$ cat config.mk
export PLATFORM = sky130hd
export DESIGN_NAME = multicycle_control
export DESIGN_NICKNAME = d
export VERILOG_FILES = /design/src/rtl/ctrl_pkg.sv /design/src/rtl/ctrl_decode.sv /design/src/rtl/multicycle_control.sv
export SDC_FILE = /design/constraint.sdc
export NUM_CORES = 1
export LEC_CHECK = 0
export ABC_AREA = 1
export CAP_MARGIN = 40
export CORE_ASPECT_RATIO = 1.4
export CORE_MARGIN = 4
export CORE_UTILIZATION = 50
export CTS_CLUSTER_SIZE = 10
export DETAILED_ROUTE_END_ITERATION = 8
export GPL_ROUTABILITY_DRIVEN = 0
export PLACE_DENSITY = 0.8
export SETUP_SLACK_MARGIN = 0.02
export SKIP_LAST_GASP = 1
export SLEW_MARGIN = 20
export SYNTH_ARGS = -nofsm -noshare
export SYNTH_HDL_FRONTEND = slang
export SYNTH_SLANG_ARGS = --single-unit
export TNS_END_PERCENT = 5
$ cat constraint.sdc
create_clock -name clk -period 4.6 [get_ports clk]
set_clock_uncertainty 0.15 [all_clocks]
set_input_delay 0.46 -clock clk [delete_from_list [all_inputs] [get_ports clk]]
set_output_delay 0.46 -clock clk [all_outputs]
set_load 0.02 [all_outputs]
$ cat src/rtl/ctrl_pkg.sv
// Shared constants, state and instruction-class types, and datapath select
// encodings for the multi-cycle MIPS main controller.
package ctrl_pkg;

  localparam logic [5:0] OP_RTYPE  = 6'b000000;
  localparam logic [5:0] OP_LW     = 6'b100011;
  localparam logic [5:0] OP_SW     = 6'b101011;
  localparam logic [5:0] OP_BEQ    = 6'b000100;
  localparam logic [5:0] OP_NANDI  = 6'b010000;
  localparam logic [5:0] OP_BLEZAL = 6'b100100;
  localparam logic [5:0] OP_BALV   = 6'b100000;
  localparam logic [5:0] OP_JALPC  = 6'b011111;

  localparam logic [5:0] FN_BRV    = 6'd20;
  localparam logic [5:0] FN_JMXOR  = 6'd34;

  typedef enum logic [4:0] {
    ST_FETCH  = 5'd0,  ST_DECODE = 5'd1,  ST_MEMADR = 5'd2,  ST_MEMRD  = 5'd3,
    ST_MEMWB  = 5'd4,  ST_MEMWR  = 5'd5,  ST_RCALC  = 5'd6,  ST_RWB    = 5'd7,
    ST_JMRD   = 5'd8,  ST_JMWB   = 5'd9,  ST_BEQ    = 5'd10, ST_BLEZAL = 5'd11,
    ST_BALV   = 5'd12, ST_JALPC  = 5'd13, ST_BRV    = 5'd14, ST_ICALC  = 5'd15,
    ST_IWB    = 5'd16, ST_ILL    = 5'd17
  } state_t;

  typedef enum logic [3:0] {
    CL_LW     = 4'd0, CL_SW    = 4'd1, CL_RTYPE  = 4'd2, CL_JMXOR = 4'd3,
    CL_BRV    = 4'd4, CL_BEQ   = 4'd5, CL_NANDI  = 4'd6, CL_BLEZAL = 4'd7,
    CL_BALV   = 4'd8, CL_JALPC = 4'd9, CL_ILL    = 4'd10
  } iclass_t;

  localparam logic [1:0] PCS_ALU    = 2'b00;
  localparam logic [1:0] PCS_ALUOUT = 2'b01;
  localparam logic [1:0] PCS_MDR    = 2'b10;
  localparam logic [1:0] PCS_REGA   = 2'b11;

  localparam logic [1:0] SRCB_B     = 2'b00;
  localparam logic [1:0] SRCB_FOUR  = 2'b01;
  localparam logic [1:0] SRCB_IMM   = 2'b10;
  localparam logic [1:0] SRCB_IMMSH = 2'b11;

  localparam logic [1:0] ALUOP_ADD   = 2'b00;
  localparam logic [1:0] ALUOP_SUB   = 2'b01;
  localparam logic [1:0] ALUOP_FUNCT = 2'b10;
  localparam logic [1:0] ALUOP_NAND  = 2'b11;

  localparam logic [1:0] RDST_RT = 2'b00;
  localparam logic [1:0] RDST_RD = 2'b01;
  localparam logic [1:0] RDST_RA = 2'b10;

  localparam logic [1:0] M2R_ALUOUT = 2'b00;
  localparam logic [1:0] M2R_MDR    = 2'b01;
  localparam logic [1:0] M2R_PC     = 2'b10;

  function automatic logic is_ext(input iclass_t c);
    case (c)
      CL_BRV, CL_JMXOR, CL_NANDI, CL_BLEZAL, CL_BALV, CL_JALPC: is_ext = 1'b1;
      default: is_ext = 1'b0;
    endcase
  endfunction

endpackage

$ cat src/rtl/ctrl_decode.sv
// Combinational instruction classifier: maps opcode/funct to the class that
// steers the DECODE and RCALC transitions; extended classes fold to illegal
// when they are disabled.
module ctrl_decode
  import ctrl_pkg::*;
#(
  parameter int OPW    = 6,
  parameter int FNW    = 6,
  parameter int EXT_EN = 1
) (
  input  logic [OPW-1:0] opcode,
  input  logic [FNW-1:0] functcode,
  output iclass_t        iclass
);

  iclass_t raw_s;

  // Raw classification independent of the extension enable.
  always_comb begin
    raw_s = CL_ILL;
    case (opcode)
      OPW'(OP_RTYPE): begin
        if (functcode == FNW'(FN_BRV)) begin
          raw_s = CL_BRV;
        end else if (functcode == FNW'(FN_JMXOR)) begin
          raw_s = CL_JMXOR;
        end else begin
          raw_s = CL_RTYPE;
        end
      end
      OPW'(OP_LW):     raw_s = CL_LW;
      OPW'(OP_SW):     raw_s = CL_SW;
      OPW'(OP_BEQ):    raw_s = CL_BEQ;
      OPW'(OP_NANDI):  raw_s = CL_NANDI;
      OPW'(OP_BLEZAL): raw_s = CL_BLEZAL;
      OPW'(OP_BALV):   raw_s = CL_BALV;
      OPW'(OP_JALPC):  raw_s = CL_JALPC;
      default:         raw_s = CL_ILL;
    endcase
  end

  // Disabled extensions decode exactly like any unknown instruction.
  always_comb begin
    if (EXT_EN == 0 && is_ext(raw_s)) begin
      iclass = CL_ILL;
    end else begin
      iclass = raw_s;
    end
  end

endmodule

$ cat src/rtl/multicycle_control.sv
// Multi-cycle MIPS main controller: Moore sequencer over fetch/decode/execute/
// memory/write-back with memory-ready stalls and a wrapping retired counter.
module multicycle_control
  import ctrl_pkg::*;
#(
  parameter int OPW    = 6,
  parameter int FNW    = 6,
  parameter int EXT_EN = 1,
  parameter int CNTW   = 16
) (
  input  logic            clk,
  input  logic            reset,
  input  logic [OPW-1:0]  opcode,
  input  logic [FNW-1:0]  functcode,
  input  logic            mem_ready,
  input  logic            flag_z,
  input  logic            flag_n,
  input  logic            flag_v,
  output logic            pc_write,
  output logic            ir_write,
  output logic            mem_read,
  output logic            mem_write,
  output logic            reg_write,
  output logic            iord,
  output logic            alu_src_a,
  output logic [1:0]      alu_src_b,
  output logic [1:0]      alu_op,
  output logic [1:0]      pc_source,
  output logic [1:0]      reg_dst,
  output logic [1:0]      mem_to_reg,
  output logic            illegal_op,
  output logic            retire,
  output logic [CNTW-1:0] retired_cnt
);

  state_t          state_r, next_s;
  iclass_t         iclass_s;
  logic [CNTW-1:0] cnt_r;
  logic            link_s, retire_s;
  logic            pc_write_s, ir_write_s, mem_read_s, mem_write_s, reg_write_s;
  logic            iord_s, alu_src_a_s, illegal_s;
  logic [1:0]      alu_src_b_s, alu_op_s, pc_source_s, reg_dst_s, mem_to_reg_s;

  ctrl_decode #(.OPW(OPW), .FNW(FNW), .EXT_EN(EXT_EN)) u_decode (
    .opcode    (opcode),
    .functcode (functcode),
    .iclass    (iclass_s)
  );

  // Next-state selection; memory states hold until the handshake completes.
  always_comb begin
    next_s = ST_FETCH;
    case (state_r)
      ST_FETCH: begin
        if (mem_ready) next_s = ST_DECODE;
        else           next_s = ST_FETCH;
      end
      ST_DECODE: begin
        case (iclass_s)
          CL_LW, CL_SW:       next_s = ST_MEMADR;
          CL_RTYPE, CL_JMXOR: next_s = ST_RCALC;
          CL_BRV:             next_s = ST_BRV;
          CL_BEQ:             next_s = ST_BEQ;
          CL_NANDI:           next_s = ST_ICALC;
          CL_BLEZAL:          next_s = ST_BLEZAL;
          CL_BALV:            next_s = ST_BALV;
          CL_JALPC:           next_s = ST_JALPC;
          default:            next_s = ST_ILL;
        endcase
      end
      ST_MEMADR: begin
        if (iclass_s == CL_SW) next_s = ST_MEMWR;
        else                   next_s = ST_MEMRD;
      end
      ST_MEMRD: begin
        if (mem_ready) next_s = ST_MEMWB;
        else           next_s = ST_MEMRD;
      end
      ST_MEMWR: begin
        if (mem_ready) next_s = ST_FETCH;
        else           next_s = ST_MEMWR;
      end
      ST_RCALC: begin
        if (iclass_s == CL_JMXOR) next_s = ST_JMRD;
        else                      next_s = ST_RWB;
      end
      ST_JMRD: begin
        if (mem_ready) next_s = ST_JMWB;
        else           next_s = ST_JMRD;
      end
      ST_ICALC: next_s = ST_IWB;
      default:  next_s = ST_FETCH;
    endcase
  end

  assign link_s   = ((state_r == ST_BLEZAL) & (flag_z | flag_n)) |
                    ((state_r == ST_BALV) & flag_v) |
                    (state_r == ST_JALPC);
  assign retire_s = (next_s == ST_FETCH) && (state_r != ST_FETCH) && (state_r != ST_ILL);

  // Moore output decode plus the flag and handshake qualified strobes.
  always_comb begin
    pc_write_s   = 1'b0;
    ir_write_s   = 1'b0;
    mem_read_s   = 1'b0;
    mem_write_s  = 1'b0;
    reg_write_s  = 1'b0;
    iord_s       = 1'b0;
    alu_src_a_s  = 1'b0;
    illegal_s    = 1'b0;
    alu_src_b_s  = SRCB_B;
    alu_op_s     = ALUOP_ADD;
    pc_source_s  = PCS_ALU;
    reg_dst_s    = RDST_RT;
    mem_to_reg_s = M2R_ALUOUT;
    case (state_r)
      ST_FETCH: begin
        mem_read_s  = 1'b1;
        alu_src_b_s = SRCB_FOUR;
        ir_write_s  = mem_ready;
        pc_write_s  = mem_ready;
      end
      ST_DECODE: alu_src_b_s = SRCB_IMMSH;
      ST_MEMADR: begin
        alu_src_a_s = 1'b1;
        alu_src_b_s = SRCB_IMM;
      end
      ST_MEMRD, ST_JMRD: begin
        mem_read_s = 1'b1;
        iord_s     = 1'b1;
      end
      ST_MEMWB: begin
        reg_write_s  = 1'b1;
        mem_to_reg_s = M2R_MDR;
      end
      ST_MEMWR: begin
        mem_write_s = 1'b1;
        iord_s      = 1'b1;
      end
      ST_RCALC: begin
        alu_src_a_s = 1'b1;
        alu_op_s    = ALUOP_FUNCT;
      end
      ST_RWB: begin
        reg_write_s = 1'b1;
        reg_dst_s   = RDST_RD;
      end
      ST_JMWB: begin
        pc_write_s   = 1'b1;
        pc_source_s  = PCS_MDR;
        reg_write_s  = 1'b1;
        reg_dst_s    = RDST_RA;
        mem_to_reg_s = M2R_PC;
      end
      ST_BEQ: begin
        alu_src_a_s = 1'b1;
        alu_op_s    = ALUOP_SUB;
        pc_source_s = PCS_ALUOUT;
        pc_write_s  = flag_z;
      end
      ST_BLEZAL, ST_BALV, ST_JALPC: begin
        alu_src_a_s  = 1'b1;
        alu_op_s     = ALUOP_SUB;
        pc_source_s  = PCS_ALUOUT;
        pc_write_s   = link_s;
        reg_write_s  = link_s;
        reg_dst_s    = RDST_RA;
        mem_to_reg_s = M2R_PC;
      end
      ST_BRV: begin
        pc_source_s = PCS_REGA;
        pc_write_s  = flag_v;
      end
      ST_ICALC: begin
        alu_src_a_s = 1'b1;
        alu_src_b_s = SRCB_IMM;
        alu_op_s    = ALUOP_NAND;
      end
      ST_IWB: begin
        reg_write_s = 1'b1;
        reg_dst_s   = RDST_RT;
      end
      ST_ILL:  illegal_s = 1'b1;
      default: illegal_s = 1'b0;
    endcase
  end

  // State register and retired-instruction counter.
  always_ff @(posedge clk or posedge reset) begin
    if (reset) begin
      state_r <= ST_FETCH;
      cnt_r   <= '0;
    end else begin
      state_r <= next_s;
      if (retire_s) begin
        cnt_r <= cnt_r + {{(CNTW-1){1'b0}}, 1'b1};
      end
    end
  end

  // Strobes are suppressed while reset is held; selects keep their FETCH values.
  assign pc_write    = pc_write_s  & ~reset;
  assign ir_write    = ir_write_s  & ~reset;
  assign mem_read    = mem_read_s  & ~reset;
  assign mem_write   = mem_write_s & ~reset;
  assign reg_write   = reg_write_s & ~reset;
  assign retire      = retire_s    & ~reset;
  assign illegal_op  = illegal_s   & ~reset;
  assign iord        = iord_s;
  assign alu_src_a   = alu_src_a_s;
  assign alu_src_b   = alu_src_b_s;
  assign alu_op      = alu_op_s;
  assign pc_source   = pc_source_s;
  assign reg_dst     = reg_dst_s;
  assign mem_to_reg  = mem_to_reg_s;
  assign retired_cnt = cnt_r;

endmodule

==> results list, run 1 <==
- Run status: finished, final reports clean
- Most numerous cell in the Yosys netlist: nand2_1
- At the end of the flow, the number of nets in the layout was 366.
- Post-synth design cell area: 0.00213 mm2
- By count the netlist is led by nand2_1, inv_1, nor2_1.
* Pin count of the biggest net entering global routing: 22
* Final Max Tran Viols: 0
- Most common flop cell mapped by yosys: dfrtp_1
* FF-to-FF End: retired_cnt[14]
* Area used by sequential logic in the layout: 526 um2
- For the final routed database, the setup TNS stands at 0 ns.
- Clock latency on the worst-skew pair: 0.26 ns
- Of all flip-flops after synthesis, the portion carrying an async set or reset was 100%.
* Worst flop-to-flop path startpoint: retired_cnt[0]
* DRC violation count after routing: 0
* Total wire length: 5000 um
- Summed over all cells, the static leakage comes to 1.28 nW.
- Measured in cells, the most critical reg-to-reg path has a length of 10.
- Post-synth EDFFs: 0
- Worst-path maximum fanout: 17
- Of the synthesized area, sequential elements account for 24.6%.
* Final Hold Slack: 0.442 ns
- Hold buffer count at CTS: 0
- Summed over all nets, the half-perimeter wirelength after detailed placement is 3980 um.
* Dominant combinational cell family by area after synthesis: simple AND/OR/NAND/NOR gates
- Multiplexer area fraction after synthesis: 0%
- Placement Setup Slack: 0.862 ns
- Area growth from synthesis to layout: 27.0%
- Across every metal layer, demand over resource in global routing totals 19.8%.
- In this run, CTS created clock tree buffers numbering 3.
* Vias: 2059
- Worst min-delay path category: in -> async
* Final worst-path cycle share: 81.5%
- The region available for standard cell placement spans 0.00402 mm2.
- In this run the deepest clock path goes through 2 buffers.
* Kind of start point of the critical path: input port
* Stage delay of the slowest cell on the critical path: 0.65 ns
- Number of distinct library cells after synthesis: 36
- Number of global-route vias before repair: 2130
- Mean routed wirelength per cell: 12.9 um
* Filler Cell Count: 343
* Unrepaired setup endpoints after global routing: false
- Based on the critical path, the design can be clocked at up to 267 MHz.
- Tracing the worst setup path back leads to its startpoint at opcode[2].
- Shortest clock period the worst path allows after layout: 3.75 ns
* Main area contributors after synthesis: dfrtp_1, nand2_1, inv_1
- The first global-routing pass estimated 8980 um of wire.
- Diodes inserted: 0
- For the pin with the worst max-slew slack, the measured transition is 0.514 ns.
* Synth Area in Adders: 0.587%
* Switching portion of total power: 54.2%
* Part of the power in combinational logic: 70.0%
- Post-synthesis xor/xnor area fraction: 5.75%
- In this run the vertical extent of the chip is 85.3 um.
* Initial cell density of the core: 53.1%
- The final-report hold violation count came to 0.
- Slowest-stage cell, CP: clkdlybuf4s50_1
- Width of the die: 63.2 um
* Count of port buffers added during placement: 52
* Power per cell area: 460 mW/mm2
- Max capacitance violation total: 0
- Iter 0 DRT Violations: 90
* Cell type contributing the most total cell area after synthesis: dfrtp_1
- Final setup viols: 0
- In this run the biggest area consumer among cell types represents 24.6% of the synthesized area.
- Once placement finished, the instance area stood at 0.00265 mm2.
* Root Buffer Master: clkbuf_8
- Post-cts sizing count: 0
- During synthesis, Yosys emitted a total of 0 warnings.
* Fin worst setup slack: 0.853 ns
- Synthesis produced a netlist with a net count of 315.
- Die area: 0.00539 mm2
- For this run, the detailed router's first-pass iteration total came to 4.
- Overflow left after global routing: 0
- R2R setup slack: 2.44 ns
* Post-CTS setup-driven buffer insertion count: 0
* Required time of the worst setup path: 3.99 ns
- Area share of and/or/nand/nor cells after synthesis: 45.7%
* P_int: 0.571 mW
* Worst path top cell family by delay: simple AND/OR/NAND/NOR gates
* Avg Cell Area, Syn: 7.21 um2
- The setup path with the least slack is of type in -> out.
- Dividing the detail-routed via count by the number of cells gives 5.29.
* CTS tree: built
- The clock drives 21 sinks.
* Worst endpoint data arrival time: 3.14 ns
- In the final layout, the multi-input gates occupy 0.00136 mm2.
- Overall power consumption after layout is estimated at 1.24 mW.
* Number of buffer and inverter instances along the worst setup path: 3
* Post-route cell area: 0.00271 mm2
- Clock edge transition at the registers on the reported setup and hold paths: 0.08 ns
* Post-synthesis instance total: 296
- Relative max-transition margin: 65.4%
- By instance count, the cell type seen most on the critical path is clkdlybuf4s50_1.
- Net load switching power: 0.674 mW
* Area fraction in compound gates after synthesis: 11.8%
- The clock network is responsible for 9.6% of the overall power.
* Antenna-violating nets left: 0
- Nature of the critical path endpoint: output port
- Ordered cell list for the critical path: clkdlybuf4s50_1, inv_1, nor2_1, nand3_1, nand2_2, nor2_4, nand3_2, nand4_4, nor2_8, nand2_4, nor3_2, clkdlybuf4s50_1
- Synthesis inferred 21 register bits.
- Of the cells placed in the final design, the portion with a size suffix greater than 1 is 16.8%.
- Of the total power, registers draw 20.4%.
- Io pins: 53
* Row cnt: 27
- Number of antenna violations at the first check in global routing: 0
* H-tree depth reported by CTS: 1
- Peak VDD IR: 0.425 mV
==> registers in the layout, indices dropped and copies added (netlist names) <==
name,count
state_r,5
retired_cnt,16
==> per-layer routing <==
layer | GRT usage, % | share of wire (%)
met5 | 0 | 0
met2 | 36.3 | 50
met4 | 7.07 | 1.7
met3 | 3.58 | 5.1
met1 | 22.6 | 43
==> cell usage in the layout (no fill, tap or decap), types with 2 or more instances in the layout <==
cell type        netlist  routed
clkdlybuf4s50_1        0      52
nand2_1               50      50
nor2_1                41      41
inv_1                 41      41
nand3_1               27      27
dfrtp_1               21      21
nand4_1               17      17
xor2_1                14      14
o21bai_2               9       9
nor2_2                 8       8
nand3_2                7       7
nand2_2                7       7
o21bai_1               7       7
inv_2                  6       6
nor2_4                 4       4
a21oi_1                4       4
nand2_4                3       3
nor3_1                 3       3
nor4_1                 3       3
clkbuf_8               0       3
clkinv_1               2       2
nand3b_4               2       2
a21oi_4                2       2
==> power groups by stage <==
stage | clock, mW | sequential [mW] | combinational [mW]
global placement | 0 | 0.257 | 0.857
detailed placement | 0 | 0.257 | 0.863
finish | 0.120 | 0.254 | 0.871
floorplan | 0 | 0.270 | 0.674
global route | 0.132 | 0.261 | 0.953
CTS | 0.124 | 0.254 | 0.868
==> cell families after synthesis <==
| family | count (synthesis) |
|---|---|
| and+or+nand+nor | 177 |
| buffers and inverters | 56 |
| AOI/OAI and AO/OA | 27 |
| DFF | 21 |
| xor gates and xnor gates | 14 |
| adders and majority gates | 1 |
==> worst register-to-register path, cell delays in order, from the launching register on <==
cell     delay [ns]
dfrtp_1        0.42
ha_1           0.21
nand3_1        0.12
nor2_1         0.22
nand3_1        0.16
nor2_1         0.20
nand3_1        0.14
nor2_1         0.13
xor2_1         0.15
nand4_1        0.11
nand2_1        0.10
==> through the flow <==
stage | std cells | utilization [%]
floorplan | 296 | -
global placement | 384 | 65.9
detailed placement | 384 | 65.9
CTS | 388 | 67.0
global route | 389 | 67.4
finish | 389 | 67.4
==> layout make-up <==
type,count,area share [%]
Tap cell,43,1.99
Sequential cell,21,19.4
Multi-Input combinational cell,219,50.3
Clock buffer,3,1.52
Clock inverter,1,0.185
Timing Repair Buffer,53,19.8
Inverter,49,6.79
==> how the worst max path moves through the flow <==
stage               cells after the start      to  slack [ns]
finish                                 12  retire        0.85
global route                           12  retire        0.70
CTS                                    12  retire        0.86
detailed placement                     12  retire        0.86
global placement                       12  retire        0.97
floorplan                              10  retire        2.08
Note: power is estimated with default switching activity, not from simulation.
==> run 2: changes to the inputs <==
CORE_UTILIZATION = 45   (was 50)
PLACE_DENSITY = 0.76   (was 0.8)
clock period = 3.3 ns   (was 4.6 ns; I/O delays follow)
==> results list, run 2 (synthesized netlist as in run 1, its figures left out) <==
- Number of nets in the layout: 369 (was 366)
* Switching portion of total power: 53.4% (was 54.2%)
- Peak VDD IR: 0.424 mV (was 0.425 mV)
- The initial cell density of the core was 46.7% (was 53.1%).
* Pin slew with the least headroom to its limit: 0.520 ns (was 0.514 ns)
- The critical path's most frequent cell is nor2_1 (was clkdlybuf4s50_1).
- The slowest stage cell on the critical path is clkdlybuf4s50_1 (unchanged).
- The TritonCTS clock tree was built (unchanged).
* Relative max-transition margin: 65.0% (was 65.4%)
* Antenna-violating nets left: 0 (unchanged)
* Required time of the worst setup path: 2.82 ns (was 3.99 ns)
- Startpoint-to-endpoint class of the critical path: reg -> out (was in -> out)
* Die boundary height: 89.5 um (was 85.3 um)
* Worst endpoint data arrival time: 2.34 ns (was 3.14 ns)
- Derived from the worst setup path, the maximum achievable clock frequency is 355 MHz.
- Number of antenna violations at the first check in global routing: 0 (unchanged)
- Top library cells by usage in the layout, fill and taps aside: clkdlybuf4s50_1, nand2_1, nor2_1, inv_1, nand3_1 (unchanged)
- Count of port buffers added during placement: 52 (unchanged)
* Number of buffer and inverter instances along the worst setup path: 3 (unchanged)
- The final-report hold violation count is 0 (unchanged).
- Setup_tns: 0 ns (unchanged)
- Ordered cell list for the critical path: nor2_1, inv_1, nor2_1, inv_1, nor2_1, nand2_1, nand3_1, a21oi_1, a41oi_1, clkdlybuf4s50_1 (was clkdlybuf4s50_1, inv_1, nor2_1, nand3_1, nand2_2, nor2_4, nand3_2, nand4_4, nor2_8, nand2_4, nor3_2, clkdlybuf4s50_1).
- Kind of start point of the critical path: register (was input port)
* Nature of the critical path endpoint: output port (unchanged)
* Final worst-path cycle share: 85.5%
- Worst path top cell family by delay: buffers and inverters (was simple AND/OR/NAND/NOR gates)
- Pin count of the biggest net entering global routing: 22 (unchanged)
* H-tree depth reported by CTS: 1 (unchanged)
* CTS buffer count: 3 (unchanged)
- Post-layout instance count excluding filler cells: 411 (was 389)
* Row cnt: 29 (was 27)
* Worst Reg-to-Reg Cells: 12 (was 10)
* Die area: 0.00592 mm2 (was 0.00539 mm2)
- Clock latency on the worst-skew pair: 0.26 ns (about the same)
* Power per cell area: 657 mW/mm2 (was 460 mW/mm2)
- Number of global-route vias before repair: 2098 (was 2130)
* Max capacitance violation total: 0 (unchanged)
- The area of all placed cells without fillers came to 0.00275 mm2 (was 0.00271 mm2).
- The portion of total power attributed to combinational logic was 71.0% (was 70.0%).
- Unrepaired setup endpoints after global routing: false (unchanged)
- Clock edge transition at the registers on the reported setup and hold paths: 0.08 ns (about the same)
- Run status: finished, final reports clean (unchanged).
- The reg-to-reg startpoint is state_r[2] (was retired_cnt[0]).
* Total wire length: 5190 um (was 5000 um)
- Mean routed wirelength per cell: 12.6 um (was 12.9 um)
- The final worst setup slack came to 0.480 ns (was 0.853 ns).
- The critical path depth is 10 (was 12).
- Share of post-route cells with drive strength above 1: 17.5% (was 16.8%)
- The fraction of power consumed by sequential logic came to 19.6% (was 20.4%).
* Io pins: 53 (unchanged)
- The maximum cell stage delay along the critical path came to 0.63 ns (was 0.65 ns).
- The total half-perimeter wirelength after legalization and detailed placement was 4160 um (was 3980 um).
- Width of the die: 66.2 um (was 63.2 um)
* Total core area: 0.00457 mm2 (was 0.00402 mm2)
- The class of the tightest hold or removal check is in -> async (unchanged).
- Flip-flop count of the largest register after layout: 16 (unchanged)
- Final Max Tran Viols: 0 (unchanged)
* Iter 0 DRT Violations: 119 (was 90)
* Shortest clock period the worst path allows after layout: 2.82 ns
- The share of total power in the clock network is 9.4% (was 9.6%).
- Placed Instance Area: 0.00269 mm2 (was 0.00265 mm2)
- The CTS sink count is 21 (unchanged).
- The final global-route overflow total was 0 (unchanged).
- The reg2reg setup slack was 1.13 ns (was 2.44 ns).
* Area growth from synthesis to layout: 29.1% (was 27.0%)
- The clock root buffer is clkbuf_8 (unchanged).
* Final setup viols: 0 (unchanged)
* DRC violation count after routing: 0 (unchanged)
- Worst-path maximum fanout: 5 (was 17)
* Global routing usage summed across all routing layers: 19.3% (was 19.8%)
- The global-route wire length before repair came to 9310 um (was 8980 um).
- Vias: 2065 (was 2059)
- The count of antenna diodes in the layout was 0 (unchanged).
- The leakage power of the design came to 1.31 nW (was 1.28 nW).
- The total power is 1.81 mW (was 1.24 mW).
- The maximum count of clock buffers along a single path is 2 (unchanged).
- Cell count after placement: 406 (was 384)
- FF-to-FF End: retired_cnt[5] (was retired_cnt[14])
- P_int: 0.843 mW (was 0.571 mW)
- Net load switching power: 0.967 mW (was 0.674 mW)
- Vias per Instance: 5.02 (was 5.29)
* Leading cell type in the layout, fill and taps excluded: clkdlybuf4s50_1 (unchanged)
- The number of optimization iterations in the first detailed-route pass came to 4 (unchanged).
* Placement Setup Slack: 0.137 ns (was 0.862 ns)
-- run 2: changes by cell type in the layout (fill, tap and decap cells not counted) --
cell,change
buf_4,+3
buf_6,+1
buf_8,-1
clkdlybuf4s50_1,-1
dlymetal6s2s_1,+1
-- run 2: worst register-to-register path, stage by stage (launching register included) --
cell	delay, ns
dfrtp_1	0.44
nor2_4	0.22
nand2_2	0.09
nor2_2	0.22
inv_2	0.09
a21oi_4	0.19
nand2_2	0.09
nand2_4	0.09
inv_2	0.05
nand2_4	0.06
buf_4	0.24
o21bai_1	0.12
nand2_1	0.06
-- run 2: power groups by stage --
stage	combinational, mW	sequential [mW]	clock (mW)
5_1_grt	1.41	0.364	0.186
4_1_cts	1.29	0.355	0.176
2_1_floorplan	0.939	0.377	0
6_report	1.29	0.354	0.170
3_5_place_dp	1.29	0.359	0
3_3_place_gp	1.28	0.358	0
-- run 2: worst max path at each step --
stage | from | endpoint | slack [ns]
finish | state_r[1] | pc_write | 0.48
global route | state_r[1] | pc_write | 0.25
CTS | opcode[5] | retire | 0.14
detailed placement | opcode[5] | retire | 0.14
global placement | opcode[5] | retire | 0.14
floorplan | opcode[0] | retire | 1.04
-- run 2: area by class of cell --
class	count	area [um2]
sequential	21	526
inverter	49	184
fill	440	1820
clock buffer	3	41.3
clock inverter	1	5.00
tap	62	77.6
multi-input combinational	219	1360
timing repair buffer	56	557
-- run 2: metrics by stage --
stage               hold slack (ns)  utilization (%)
finish                        0.392             60.2
global route                  0.410             60.2
CTS                           0.482             59.9
detailed placement            0.470             58.9
global placement              0.467             58.9
floorplan                     0.351                -
-- run 2: repair_timing --
action | in CTS | in global routing
resized for setup | 0 | 1
hold buffers | 0 | 0
setup endpoints to repair | 0 | 1
buffers inserted | 0 | 0
-- run 2: per-layer routing --
layer,vias to the layer above,wire length (um),track usage (%)
met5,-,0,0
met1,946,2170,23.4
met2,57,2760,36.0
met3,2,256,2.39
met4,0,10,4.25
li1,1060,-,-
